[src/rtl/uart_rx_fifo_pkg.sv]
// uart_rx_fifo_pkg: shared widths and helpers for the UART receive buffer
package uart_rx_fifo_pkg;
  localparam int UART_BYTE_W = 8;
  localparam int ERR_CNT_W = 8;
  function automatic logic [ERR_CNT_W-1:0] sat_inc(input logic [ERR_CNT_W-1:0] v);
    return &v ? v : v + 1'b1;
  endfunction
endpackage

[src/rtl/sync_fifo_fwft.sv]
// sync_fifo_fwft: generic first-word-fall-through FIFO with occupancy count
module sync_fifo_fwft #(
  parameter int WIDTH = 8,
  parameter int DEPTH_LOG2 = 4
) (
  input  logic                  clk_48,
  input  logic                  rst_n,
  input  logic                  wr_en,
  input  logic [WIDTH-1:0]      wr_data,
  input  logic                  rd_en,
  output logic [WIDTH-1:0]      rd_data,
  output logic                  empty,
  output logic                  full,
  output logic [DEPTH_LOG2:0]   level
);
  localparam logic [DEPTH_LOG2:0] DEPTH = {1'b1, {DEPTH_LOG2{1'b0}}};
  logic [WIDTH-1:0] mem [2**DEPTH_LOG2];
  logic [DEPTH_LOG2-1:0] wr_ptr, rd_ptr;
  logic wr_ok, rd_ok;
  assign empty = level == '0;
  assign full = level == DEPTH;
  assign rd_ok = rd_en & ~empty;
  // a full FIFO still accepts a write when the head leaves in the same cycle
  assign wr_ok = wr_en & (~full | rd_ok);
  assign rd_data = empty ? '0 : mem[rd_ptr];
  always_ff @(posedge clk_48)
    if (wr_ok) mem[wr_ptr] <= wr_data;
  always_ff @(posedge clk_48 or negedge rst_n)
    if (!rst_n) begin
      wr_ptr <= '0;
      rd_ptr <= '0;
      level <= '0;
    end else begin
      if (wr_ok) wr_ptr <= wr_ptr + 1'b1;
      if (rd_ok) rd_ptr <= rd_ptr + 1'b1;
      if (wr_ok != rd_ok) level <= wr_ok ? level + 1'b1 : level - 1'b1;
    end
endmodule

[src/rtl/uart_rx_fifo.sv]
// uart_rx_fifo: buffers UART receive strobes, tracks overflow and frame errors
module uart_rx_fifo
  import uart_rx_fifo_pkg::*;
#(
  parameter int DEPTH_LOG2 = 4,
  parameter bit DROP_FRAME_ERRORS = 1'b1
) (
  input  logic                   clk_48,
  input  logic                   rst_n,
  input  logic [UART_BYTE_W-1:0] in_data,
  input  logic                   in_valid,
  input  logic                   in_frame_error,
  output logic [UART_BYTE_W-1:0] out_data,
  output logic                   out_valid,
  input  logic                   out_ready,
  output logic [DEPTH_LOG2:0]    level,
  output logic                   overflow,
  output logic [ERR_CNT_W-1:0]   frame_err_cnt,
  input  logic                   clear_errors
);
  logic empty, full, keep, pop, push, frame_err;
  assign pop = out_valid & out_ready;
  assign frame_err = in_valid & in_frame_error;
  assign keep = in_valid & ~(in_frame_error & DROP_FRAME_ERRORS);
  assign push = keep & (~full | pop);
  assign out_valid = ~empty;
  sync_fifo_fwft #(.WIDTH(UART_BYTE_W), .DEPTH_LOG2(DEPTH_LOG2)) u_fifo (
    .clk_48 (clk_48),
    .rst_n  (rst_n),
    .wr_en  (push),
    .wr_data(in_data),
    .rd_en  (pop),
    .rd_data(out_data),
    .empty  (empty),
    .full   (full),
    .level  (level)
  );
  // new events take priority over a simultaneous clear
  always_ff @(posedge clk_48 or negedge rst_n)
    if (!rst_n) begin
      overflow <= 1'b0;
      frame_err_cnt <= '0;
    end else begin
      overflow <= (keep & full & ~pop) | (overflow & ~clear_errors);
      frame_err_cnt <= frame_err ? (clear_errors ? ERR_CNT_W'(1) : sat_inc(frame_err_cnt))
                     : clear_errors ? '0 : frame_err_cnt;
    end
endmodule

[config.mk]
export PLATFORM = sky130hd
export DESIGN_NAME = uart_rx_fifo
export DESIGN_NICKNAME = d
export VERILOG_FILES = /design/src/rtl/uart_rx_fifo_pkg.sv /design/src/rtl/sync_fifo_fwft.sv /design/src/rtl/uart_rx_fifo.sv
export SDC_FILE = /design/constraint.sdc
export NUM_CORES = 1
export LEC_CHECK = 0
export ABC_AREA = 1
export CAP_MARGIN = 15
export CORE_MARGIN = 4
export CORE_UTILIZATION = 44
export DETAILED_ROUTE_END_ITERATION = 16
export SLEW_MARGIN = 5
export SYNTH_ARGS = -nofsm -noshare
export SYNTH_HDL_FRONTEND = slang
export SYNTH_SLANG_ARGS = --single-unit
[constraint.sdc]
create_clock -name clk_48 -period 2.15 [get_ports clk_48]
set_input_delay 0.43 -clock clk_48 [delete_from_list [all_inputs] [get_ports clk_48]]
set_output_delay 0.43 -clock clk_48 [all_outputs]
set_load 0.03 [all_outputs]
==> reports/qor.csv, run 1 <==
metric;value;unit
Seq/Total Area, Yosys;0.668;
adder-cell share of the synthesized area;0.0221;
DR top layer;met4;
Tot Pwr;0.0119;W
Compound-Gate Fraction of Synth Area;0.0221;
Tcrit/Tclk final;1.10;
CTS Buf Count;17;
routed wire length on met3;1320;um
run status;finished with violations;
starting density of the core;0.451;
worst path arrival time;1.94;ns
CTS H-Tree Depth;4;
Vias;4741;
VDD IR-drop max;0.841;mV
post-synthesis cell area;6580;um^2
Tmin final;2.37;ns
RSZ-0062 raised after global routing;true;
share of cells above drive strength 1;0.236;
cells on worst reg2reg path;11;
GR Overflow Total;0;
slew of the pin with the lowest slew margin;0.330;ns
DR pass1 iterations;5;
Rel. slew slack;0.779;
fin. max-slew vios;0;
reg2reg end;u_fifo.level[4]$_DFFE_PN0P_;
Worst Hold Class;input pin to async pin;
Worst Setup Start Kind;register;
Final Instance Area;8500;um^2
CTS Root Cell;clkbuf_16;
Chip Width;130;um
# IOs;37;
Comb power frac;0.445;
pwr/cell area;1400;nW/um^2
die area;17000;um^2
Final Setup Violations;8;
Setup WS post-layout;-0.223;ns
FP Rows;44;
sw power;0.00448;W
DRT iter0 DRCs;439;
Final Util;0.583;
multiplexer share of the synthesized area;0;
clk_lat worst skew;0.42;ns
number of vias per cell;5.30;
vias in the first global route;4664;
Final Hold Slack;0.361;ns
Simple-Gate Fraction of Synth Area;0.231;
Yosys cell types;28;
hold_buf cts;0;
post-synthesis xor/xnor area fraction;0.0120;
r2r setup slk;0.21;ns
WL final;16700;um
clk slew on worst S/H paths;0.06;ns
total global-route track usage;0.203;
clk_skew;0.00669;ns
register share of total power;0.302;
origin of the critical flop-to-flop path;u_fifo.level[1]$_DFFE_PN0P_;
Clock power frac;0.253;
failing checks;negative setup slack;
Residual DRC;0;
Synthesized Nets;629;
global-route wire length before repair;25400;um
Synth Warn #;0;
DP Wirelength;10300;um
ANT nets after route;0;
wire per inst;18.7;um
critical path class;register to output pin;
die height;130;um
# clock sinks;150;
Data required, critical path;1.72;ns
CP max FO;8;
Internal Power;0.00739;W
Mapped Cells;604;
Core Footprint;14600;um^2
Switching Share;0.377;
fmax;421;MHz
Layout area overhead;29.3;%
Placed Instance Area;7390;um^2
metal2 WL;7580;um
largest family of logic cells by synthesized area;simple AND/OR/NAND/NOR gates;
FF+latch count, synth;150;
crit path capture type;output pin;
final hold violations;0;
nets;723;
Post-Syn Area per Cell;10.9;um^2
CTS tree;yes;
largest net degree at the start of global routing;35;
RePlAce Congestion;0.884;
maxcap violations;0;
CP startpoint;u_fifo.rd_ptr[0]$_DFFE_PN0P_;
LEAKAGE;3.35;nW
PortBufs;36;
M1 WL;7380;um
diode count;0;
antenna violations before repair;0;
setup TNS;-1.45;ns
CTS max path bufs;2;
## through the flow
step,worst slack (ns),std cells
2_1_floorplan,0.148,604
3_3_place_gp,-0.182,848
3_5_place_dp,-0.209,848
4_1_cts,-0.192,889
5_1_grt,-0.315,895
6_report,-0.223,895
## cell usage in the layout (no fill, tap or decap), types with 10 or more instances in the layout
| master | netlist | final |
|---|---|---|
| dfrtp_1 | 22 | 21 |
| clkbuf_16 | 0 | 18 |
| ha_1 | 10 | 10 |
| nand2_1 | 204 | 192 |
| nand2_2 | 3 | 14 |
| nand3_2 | 0 | 23 |
| buf_4 | 5 | 47 |
| nor2_1 | 24 | 22 |
| inv_1 | 22 | 21 |
| edfxtp_1 | 128 | 128 |
| clkdlybuf4s50_1 | 0 | 27 |
| buf_6 | 7 | 11 |
| nand3_1 | 109 | 85 |
## Yosys cell counts
| master | n | area [um^2] |
|---|---|---|
| nand4_1 | 3 | 18.8 |
| nand3_1 | 109 | 546 |
| a21oi_1 | 11 | 55.1 |
| nor3_1 | 2 | 10.0 |
| clkinv_1 | 3 | 11.3 |
| inv_2 | 5 | 18.8 |
| nor2_1 | 24 | 90.1 |
| dfrtp_1 | 22 | 551 |
| xnor2_1 | 1 | 8.76 |
| fa_1 | 1 | 20.0 |
| o211ai_1 | 1 | 7.51 |
| xor2_1 | 8 | 70.1 |
| nand2_4 | 5 | 56.3 |
| clkbuf_1 | 3 | 11.3 |
| buf_6 | 7 | 78.8 |
| ha_1 | 10 | 125 |
| buf_2 | 10 | 50.1 |
| inv_1 | 22 | 82.6 |
| a32o_1 | 1 | 10.0 |
| o21ai_2 | 2 | 17.5 |
| inv_4 | 1 | 6.26 |
| o21ai_1 | 2 | 10.0 |
| nand2_1 | 204 | 766 |
| o21ai_0 | 9 | 45.0 |
| edfxtp_1 | 128 | 3840 |
| nor2_2 | 2 | 12.5 |
| buf_4 | 5 | 37.5 |
| nand2_2 | 3 | 18.8 |
## repair_timing
action	4_1_cts	5_1_grt
setup buffers	5	5
gates cloned	4	2
endpoints found under the setup margin	9	10
pin swaps	9	10
gates resized for setup	35	45
## registers in the layout, summed over array words and instances, names as in the netlist
name and flops:
frame_err_cnt 8, overflow 1, u_fifo.level 5, u_fifo.mem 128
u_fifo.rd_ptr 4, u_fifo.wr_ptr 4
## kinds of logic after synthesis
family | after synthesis
flops | 150
buf+inv | 56
simple gates | 352
compound gates | 26
fa+ha+maj | 11
xor+xnor | 9
## critical path: stages (launching register included)
cell	delay (ns)
dfrtp_2	0.42
buf_6	0.15
clkbuf_16	0.15
buf_8	0.12
nand2_1	0.07
nand3_1	0.09
nand3_1	0.08
nand2_1	0.08
nand2_1	0.05
a21oi_1	0.14
buf_4	0.18
## power by group through the flow
stage	registers [W]	clock network, W	logic [W]
after detailed placement	0.00363	0	0.00411
after floorplan	0.00368	0	0.00269
after CTS	0.00358	0.00304	0.00476
after global routing	0.00361	0.00318	0.00572
after global placement	0.00362	0	0.00403
final	0.00358	0.00300	0.00529
## final cells by class
| type | instances | area (um^2) |
|---|---|---|
| Tap cell | 184 | 230 |
| Timing Repair Buffer | 100 | 1070 |
| Clock buffer | 17 | 425 |
| Sequential cell | 150 | 4400 |
| Inverter | 31 | 128 |
| Fill cell | 1166 | 6090 |
| Multi-Input combinational cell | 398 | 2080 |
| Clock inverter | 15 | 178 |
## worst max-delay path by stage
stage	to
6_report	out_data[0]
5_1_grt	out_data[0]
4_1_cts	out_data[5]
3_5_place_dp	u_fifo.level[4]$_DFFE_PN0P_
3_3_place_gp	u_fifo.mem[8][5]$_DFFE_PP_
2_1_floorplan	u_fifo.level[4]$_DFFE_PN0P_
## per-layer routing
layer,GRT usage,up-vias
met2,0.301,203
met1,0.281,2249
met3,0.0585,33
met5,0,-
met4,0.0874,0
li1,-,2256
(Power assumes the default switching activity.)
==> inputs of run 2 (changes only) <==
CTS_BUF_LIST = sky130_fd_sc_hd__clkbuf_8   (was default)
GPL_ROUTABILITY_DRIVEN = 0   (was default)
==> run 2 against run 1 <==
  * Sequential share of layout area increased by 1.7 points
  * The flow still finishes with violations (negative setup slack)
  * Worst setup slack got worse by 0.0032 ns
  * Cell count decreased by 1.1%
  * Register-to-register slack about the same
  * Clock-buffer cell count unchanged
  * Via count decreased by 2.7%
  * Sequential power about the same
  * Clock power decreased by 26%
  * Fmax decreased by 0.14%
==> reports/qor.csv, run 2 (same netlist as run 1, synthesis figures left out) <==
metric;value;unit
run status;finished with violations;
failing checks;negative setup slack;
Data required, critical path;1.72;ns
CTS tree;yes;
antenna violations before repair;0;
clk_lat worst skew;0.44;ns
Worst Setup Start Kind;register;
most frequent CP cell;nand2_1;
ANT nets after route;0;
CTS H-Tree Depth;4;
worst path arrival time;1.95;ns
fmax;421;MHz
die area;17000;um^2
CTS Buf Count;17;
diode count;0;
FP Rows;44;
Tcrit/Tclk final;1.11;
worst path cell trace;clkinv_4, buf_12, buf_16, nand2_1, nand3_2, nand3_1, nand2_1, nand2_1, a21oi_2, buf_6;
Reg area;4400;um^2
crit path capture type;output pin;
RSZ-0062 raised after global routing;true;
nets;713;
number of vias per cell;5.21;
pre-CTS setup slack;-0.209;ns
Final Instance Area;8230;um^2
area of the multi-input gates;2150;um^2
slew of the pin with the lowest slew margin;0.316;ns
clk slew on worst S/H paths;0.09;ns
pwr/cell area;1310;nW/um^2
max reg flops;128;
Worst path slowest cell;dfrtp_2;
PortBufs;36;
Chip Width;130;um
hold_buf cts;0;
Top reg by flops;u_fifo.mem;
vias in the first global route;4545;
most common cell after layout, fill and taps aside;nand2_1;
Residual DRC;0;
DR pass1 iterations;5;
Core Footprint;14600;um^2
Final Hold Slack;0.330;ns
VDD IR-drop max;0.797;mV
die height;130;um
CTS max path bufs;2;
DRT iter0 DRCs;402;
final hold violations;0;
Placed Instance Area;7390;um^2
Tmin final;2.38;ns
critical path class;register to output pin;
Worst Hold Class;input pin to async pin;
# IOs;37;
total global-route track usage;0.197;
clk_skew;0.0130;ns
Rel. slew slack;0.789;
critical path's largest stage delay;0.48;ns
CTS Root Cell;clkbuf_8;
Final Util;0.564;
Tot Pwr;0.0108;W
biggest regs;u_fifo.mem x128, frame_err_cnt x8, u_fifo.level x5;
Layout area overhead;25.1;%
Vias;4612;
Final Setup Violations;9;
wire per inst;18.1;um
share of cells above drive strength 1;0.252;
maxcap violations;0;
WL final;16100;um
most frequent cells in the layout;nand2_1 (186), edfxtp_1 (128), nand3_1 (73);
largest net degree at the start of global routing;35;
Setup WS post-layout;-0.226;ns
global-route wire length before repair;24900;um
GR Overflow Total;0;
CP max FO;8;
LEAKAGE;3.21;nW
DP Wirelength;10300;um
fin. max-slew vios;0;
# clock sinks;150;
starting density of the core;0.451;
Filler cells;1202;
run 2: changes by cell type in the layout (fill, tap and decap cells not counted), sizes merged:
| cell | delta |
|---|---|
| buf | -9 |
| clkbuf | -1 |
run 2: where the power goes:
group / internal, W / total, W / switching (W)
clock network: 0.00115 / 0.00222 / 0.00107
logic: 0.00193 / 0.00498 / 0.00305
registers: 0.00340 / 0.00359 / 0.000186
run 2: final cells by class:
class / instances / share of cell area
clock inverters: 15 / 0.0216
multi-input cells: 398 / 0.262
inverters: 31 / 0.0155
clock buffers: 17 / 0.0284
flip-flops and latches: 150 / 0.534
repair buffers: 90 / 0.111
well taps: 184 / 0.0280
run 2: worst max-delay path, delay by kind of cell, from the launching register on:
kind,cells,cell delay (ns)
flip-flops,1,0.48
AND/OR/NAND/NOR,5,0.35
buffers and inverters,4,0.53
AO/OA/AOI/OAI,1,0.15
run 2: what timing repair did:
action | 4_1_cts | 5_1_grt
setup endpoints to repair | 9 | 10
gates cloned | 3 | 0
buffers inserted | 3 | 0
pin swaps | 6 | 17
gates resized for setup | 25 | 64
run 2: stage by stage:
| stage | cells | setup TNS, ns |
|---|---|---|
| global placement | 848 | -16.50 |
| detailed placement | 848 | -19.22 |
| global route | 885 | -2.58 |
| finish | 885 | -1.56 |
| floorplan | 604 | 0 |
| CTS | 886 | -1.79 |
run 2: path summary, 6_finish.rpt:
check	startpoint	end	slack [ns]	cells past startpoint
min in group clk_48	overflow$_DFF_PN0_	overflow$_DFF_PN0_	0.55	1
setup reg to reg	u_fifo.level[1]$_DFFE_PN0P_	u_fifo.level[4]$_DFFE_PN0P_	0.20	11
hold reg to reg	overflow$_DFF_PN0_	overflow$_DFF_PN0_	0.55	1
setup / recovery	u_fifo.rd_ptr[0]$_DFFE_PN0P_	out_data[5]	-0.23	10
max in group asynchronous	rst_n	u_fifo.rd_ptr[0]$_DFFE_PN0P_	1.55	2
hold / removal	rst_n	overflow$_DFF_PN0_	0.33	2
run 2: layer usage:
metal / share of wire / vias up / global-route usage
li1: - / 2229 / -
met1: 0.46 / 2182 / 0.280
met2: 0.46 / 178 / 0.298
met3: 0.066 / 23 / 0.0503
met4: 0.016 / 0 / 0.0672
met5: 0 / - / 0
